File: config.mk
export PLATFORM = sky130hd
export DESIGN_NAME = fetch_stage
export DESIGN_NICKNAME = d
export VERILOG_FILES = /design/src/rtl/fetch_stage.sv
export SDC_FILE = /design/constraint.sdc
export NUM_CORES = 1
export LEC_CHECK = 0
export CORE_MARGIN = 2
export CORE_UTILIZATION = 36
export CTS_CLUSTER_SIZE = 28
export DETAILED_ROUTE_END_ITERATION = 6
export SLEW_MARGIN = 20
export SYNTH_ARGS = -nofsm -noshare
export SYNTH_HDL_FRONTEND = slang
export SYNTH_SLANG_ARGS = --single-unit
File: constraint.sdc
create_clock -name clk -period 6.65 [get_ports clk]
set_input_delay 1.6625 -clock clk [delete_from_list [all_inputs] [get_ports clk]]
set_output_delay 1.6625 -clock clk [all_outputs]
set_load 0.005 [all_outputs]
File: src/rtl/fetch_stage.sv
`default_nettype none
// ============================================================================
// Module      : fetch_stage
// Description : Instruction fetch stage with a single-outstanding request
//               memory interface, redirect kill handling, a one-entry skid
//               buffer and the IF/ID pipeline register.
// Revision    : 1.0 - initial release
// ============================================================================

module fetch_stage #(
    parameter logic [31:0] RESET_PC = 32'h0000_0000
) (
    input  logic        clk,
    input  logic        rst,
    input  logic        PCSrc,
    input  logic [31:0] PCTarget,
    input  logic        StallD,
    input  logic        FlushD,
    output logic        imem_req,
    output logic [31:0] imem_addr,
    input  logic        imem_gnt,
    input  logic        imem_rvalid,
    input  logic [31:0] imem_rdata,
    output logic [31:0] InstrD,
    output logic [31:0] PCD,
    output logic [31:0] PCPlus4D,
    output logic        ValidD
);

    typedef enum logic [1:0] {
        IDLE  = 2'd0,
        FETCH = 2'd1,
        WAIT  = 2'd2,
        HOLD  = 2'd3
    } state_t;

    state_t      state;
    state_t      state_next;
    logic [31:0] pcf;
    logic [31:0] pcf_next;
    logic [31:0] pcf_plus4;
    logic [31:0] redirect_pc;
    logic        kill;
    logic        kill_next;
    logic [31:0] skid_instr;
    logic [31:0] skid_next;
    logic        deliver;
    logic [31:0] deliver_instr;

    assign pcf_plus4   = pcf + 32'd4;
    assign redirect_pc = {PCTarget[31:2], 2'b00};
    assign imem_addr   = pcf;

    always_ff @(posedge clk or posedge rst) begin
        if (rst) begin
            state      <= IDLE;
            pcf        <= RESET_PC;
            kill       <= 1'b0;
            skid_instr <= 32'd0;
        end else begin
            state      <= state_next;
            pcf        <= pcf_next;
            kill       <= kill_next;
            skid_instr <= skid_next;
        end
    end

    always_comb begin
        state_next    = state;
        pcf_next      = pcf;
        kill_next     = kill;
        skid_next     = skid_instr;
        deliver       = 1'b0;
        deliver_instr = imem_rdata;
        imem_req      = 1'b0;

        case (state)
            IDLE: begin
                state_next = FETCH;
            end
            FETCH: begin
                imem_req = 1'b1;
                if (imem_gnt) begin
                    state_next = WAIT;
                    // A redirect in the grant cycle orphans the request just accepted.
                    kill_next  = PCSrc;
                end
            end
            WAIT: begin
                if (imem_rvalid) begin
                    if (kill || PCSrc) begin
                        kill_next  = 1'b0;
                        state_next = FETCH;
                    end else if (!StallD) begin
                        deliver    = 1'b1;
                        pcf_next   = pcf_plus4;
                        state_next = FETCH;
                    end else begin
                        skid_next  = imem_rdata;
                        state_next = HOLD;
                    end
                end else if (PCSrc) begin
                    kill_next = 1'b1;
                end
            end
            HOLD: begin
                if (PCSrc) begin
                    state_next = FETCH;
                end else if (!StallD) begin
                    deliver       = 1'b1;
                    deliver_instr = skid_instr;
                    pcf_next      = pcf_plus4;
                    state_next    = FETCH;
                end
            end
            default: begin
                state_next = IDLE;
            end
        endcase

        // Redirect wins over any sequential PC advance.
        if (PCSrc) begin
            pcf_next = redirect_pc;
        end
    end

    always_ff @(posedge clk or posedge rst) begin
        if (rst) begin
            InstrD   <= 32'd0;
            PCD      <= 32'd0;
            PCPlus4D <= 32'd0;
            ValidD   <= 1'b0;
        end else if (FlushD) begin
            InstrD   <= 32'd0;
            PCD      <= 32'd0;
            PCPlus4D <= 32'd0;
            ValidD   <= 1'b0;
        end else if (!StallD) begin
            if (deliver) begin
                InstrD   <= deliver_instr;
                PCD      <= pcf;
                PCPlus4D <= pcf_plus4;
                ValidD   <= 1'b1;
            end else begin
                InstrD   <= 32'd0;
                PCD      <= 32'd0;
                PCPlus4D <= 32'd0;
                ValidD   <= 1'b0;
            end
        end
    end

endmodule

`default_nettype wire

# [Word level (Yosys, flattened, before mapping)]
# Cells that the tools add are included.
[classes] n_reduce_logical=8 eq_ne=10 n_bitwise=1 n_addsub=1 mux=37
[op_table] cell="two-way mux 32 bit" n=15
[op_table] cell="case mux 32 bit (2 select lines)" n=1
[op_table] cell="adder 32 x 3 -> 32 bit, second input constant" n=1
[op_table] cell="two-way mux 1 bit" n=12
[op_table] cell="two-way mux 2 bit" n=6
[op_table] cell="inequality test 3 bit, second input constant" n=4
[op_table] cell="case mux 2 bit (4 select lines)" n=1
[op_table] cell="AND reduction 4 bit" n=2
[op_table] cell="AND reduction 3 bit" n=2
[op_table] cell="== test 2 bit, second input constant" n=2
[op_table] cell="inequality test 2 bit, second input constant" n=2
[op_table] cell="case mux 1 bit (2 select lines)" n=2
[op_table] cell="nonzero test 3 bit" n=1
[op_table] cell="== test 2 x 1 -> 1 bit, second input constant" n=1
[op_table] cell="logical NOT 2 bit" n=1
[op_table] cell="inequality test 2 x 1 -> 1 bit, second input constant" n=1
[op_table] cell="nonzero test 2 bit" n=1
[op_table] cell="logical OR 1 bit" n=1
[op_table] cell="NOT 1 bit" n=1
[word_totals] wordCells=65 out_inout_bits=130 reg_bits=164 in_bits=71

# [Depth between registers and ports, before layout]
[depth] depth_word=7 depth_mapped=8 mapped_depth_nobuf=7

# [Worst setup path after synthesis]
# Ideal clock, no wire load.
[synth_path] path_kind="input port to flip-flop" startpoint="input PCSrc" endpoint="register skid_instr[0]" setup_ns=0.125 required_ns=6.525 t_arrival_ns=2.853 path_buffers=2 path_stages=5 path_slack_ns=3.672 cell_sequence="clkbuf_1 > nor4_1 > nand2_1 > buf_1 > mux2_2"
[synth_between] elab_chain_cells=3
[synth_lines] item="start: declaration" line_no="15" source="input logic PCSrc,"
[synth_lines] item="logical OR 1 bit" line_no="91" source="if (kill || PCSrc) begin"
[synth_lines] item="NOT 1 bit (no source line)"
[synth_lines] item="AND reduction 4 bit (no source line)"
[synth_lines] item="end signal: assignment" line_no="64" source="skid_instr <= skid_next;"
[synth_lines] item="end: declaration" line_no="45" source="logic [31:0] skid_instr;"
# Every way passes these cells.
# A chain may end at the register's enable or synchronous reset.

# [Final worst setup path]
[layout_path] startpoint="input imem_rvalid" endpoint="register pcf[31], in the netlist imem_addr[31]"
[layout_between] elab_chain_cells=2
[layout_lines] item="start: declaration" line_no="22" source="input logic imem_rvalid,"
[layout_lines] item="inequality test 3 bit (no source line)"
[layout_lines] item="AND reduction 3 bit (no source line)"
[layout_lines] item="end signal: assignment" line_no="62" source="pcf <= pcf_next;"
[layout_lines] item="end: declaration" line_no="39" source="logic [31:0] pcf;"
# Every way passes these cells.

==> metrics.txt <==
Post-synth ARST share 100%; DRC viols 0; r2r endpoint imem_addr[31]; Area growth syn-to-layout 36.9%; Setup Fix Bufs, Post-CTS 0; H-tree levels 4; worst-path cell chain clkdlybuf4s50_1 -> nand3b_1 -> a21oi_2 -> buf_4 -> nand4_1 -> o21a_1 -> o31a_1; core area 0.0197 mm2; min-delay src InstrD[7]; GPL Wtd Cong 0.758; area leader, netlist dfrtp_1; Synth cell types 44; Hold Fails Final Rpt 0; ant diodes 0; P per Cell Area roughly 260 mW/mm2; fmax about 270 MHz; first-pass GRT wire length 32,800 um; largest net degree at the start of global routing 79; Slowest Stage Delay on Critical Path ~0.7 ns; vias in the first global route between 6,000 and 7,000; IO Pins between 200 and 250; Top delay family on crit path compound AO/OA/AOI/OAI gates; leading register cell type out of synthesis dfrtp_1; yosys warns 0; slowest CP cell a21oi_2; final WL about 20,000 um; Cell Area, Synth about 0.0073 mm2; commonest non-fill, non-tap cells in the layout clkdlybuf4s50_1 (195), dfrtp_1 (159), nand2_1 (119), o21ai_0 (89), xor2_1 (38); worst hold endpoint InstrD[7]; setup TNS 0 ns; Critical Setup Path Class in2reg; TritonCTS clock tree done; fin crit period roughly 3.7 ns; Layout Nets 923; post-synthesis sequential area ratio 54.7%; R2R Path Start state[0]; Post-synth EDFFs 0; CTS Buffer Depth 2; most common cell after layout, fill and taps aside clkdlybuf4s50_1; Leak 0.00434 uW; critical path required time 6.95 ns; global route overflow 0; TritonRoute pass-1 iters 5; Avg Inst Size Synth 10.7 um2; layout cells sized above 1 10.0%; Clock Tree Root clkbuf_16; Worst slew margin 29.6%; reg2reg path depth 8; Clock Sinks 159; all-layer global routing usage 19.2%; TritonCTS buffer count 17; clock-pin slew on the worst setup and hold paths 0.06 ns; Port Buffers 196; final setup violation count 0; routed len/inst 17.5 um; RSZ-0062 raised after global routing false; Initial Utilization 37.0%; outcome finished clean; routed vias 5,688; critical path fanouts, max 13; post-CTS sizing 0; max-slew violation count 0; DRT iter0 DRCs between 300 and 400; dpl hpwl 13,200 um; vias per cell 5.06; hold crit path type reg2reg; reg2reg setup slack 3.98 ns; Yosys reg bits roughly 160; total die area 0.0213 mm2; max-cap violations 0; PnR Total Power 2550 uW; Synth top area share between 50% and 60%; Worst Tran Pin Value 1.05 ns; initial antenna violation count 0; clock latency on the worst-skew pair 0.42 ns; Startpoint Class input pin; hold path depth 2; maximum vdd drop 0.000182 V; Post-CTS Hold Fix Bufs 0; top post-synthesis cells by area dfrtp_1 (55%), nand2_1 (6.1%), o21ai_0 (6.1%); Rows 51; period utilization 56.3%; critical path arrival 4.04 ns; Critical Path End Type flop; Die Width 146 um; Bufs and invs on worst path 2; Worst Clk Skew 0.00925 ns; Antenna Nets Post-Route 0; Synth Instances 680; Die Span Y around 150 um
## layer usage
metal | GRT usage (%) | wire length (um) | vias to the layer above
met2 | 31.9 | 9590 | 147
met3 | 4.34 | 1060 | 27
li1 | - | - | 2685
met5 | 0 | 0 | -
met4 | 6.89 | 430 | 0
met1 | 24.7 | 8620 | 2829
## state kept, by name, summed over array words and instances, names as in the netlist
name / flops
imem_addr: 30
InstrD: 32
skid_instr: 32
ValidD: 1
PCPlus4D: 30
state: 2
PCD: 31
kill: 1
## power breakdown
| part | internal (uW) | total [uW] | switching [uW] |
|---|---|---|---|
| logic | 245 | 436 | 191 |
| clock network | 539 | 925 | 387 |
| registers | 1090 | 1190 | 98.8 |
| total | 1870 | 2550 | 677 |
## worst register-to-register path, cell delays in order (launching register included)
cell      delay (ns)
dfrtp_1         0.39
inv_1           0.06
ha_1            0.23
nand2b_1        0.19
a21oi_2         0.71
buf_4           0.31
nand4_1         0.16
o21a_1          0.25
o31a_1          0.26
## metrics by stage
stage	cell area, um2	hold slack (ns)	util (%)	cells	setup WS [ns]
global route	9950	0.504	50.6	1124	2.77
CTS	9950	0.488	50.6	1124	2.92
detailed placement	9390	0.474	47.8	1094	2.48
finish	9950	0.478	50.6	1124	2.90
global placement	9390	0.463	47.8	1094	2.51
floorplan	7270	0.471	-	681	0.696
## worst max-delay path by stage
stage                start  cells past startpoint       endpoint  slack, ns
2_1_floorplan          rst                      1      InstrD[0]       0.70
3_3_place_gp   imem_rvalid                      7  imem_addr[31]       2.51
3_5_place_dp   imem_rvalid                      7  imem_addr[31]       2.48
4_1_cts        imem_rvalid                      7  imem_addr[31]       2.92
5_1_grt        imem_rvalid                      7  imem_addr[31]       2.77
6_report       imem_rvalid                      7  imem_addr[31]       2.90
## Yosys cell counts (2+ instances only)
cell type and n:
a21oi_1 3, a22o_1 31, and2_1 2, and4_1 3, buf_1 2, buf_2 15
buf_4 6, clkbuf_1 30, clkbuf_2 3, dfrtp_1 159, ha_1 4, inv_1 6
mux2_2 32, mux2i_1 33, nand2_1 119, nand2b_1 4, nand3_1 19, nand4_1 15
nand4_4 2, nor2_1 12, nor2_2 2, nor3_1 8, nor4_1 5, nor4_4 2
o21a_1 2, o21ai_0 89, o21ai_1 2, xnor2_1 17, xor2_1 38
## cell families (layout without fill, tap and decap cells)
logic type	Yosys count	after routing	share of synthesized area, %
and+or+nand+nor	199	199	13.2
DFF	159	159	54.7
AOI/OAI and AO/OA	134	134	11.2
muxes	65	65	9.50
buffers and inverters	63	241	3.98
xor gates and xnor gates	55	55	6.63
adders and majority gates	4	4	0.689
other	1	2	0.0516
## final cells by class
class	instances	area [um2]
Fill cell	1857	9700
Sequential cell	159	3980
Multi-Input combinational cell	459	3030
Timing Repair Buffer	205	2020
Clock buffer	20	467
Tap cell	265	332
Clock inverter	10	90.1
Inverter	6	27.5
No activity file was read; power rests on OpenSTA's default activity.
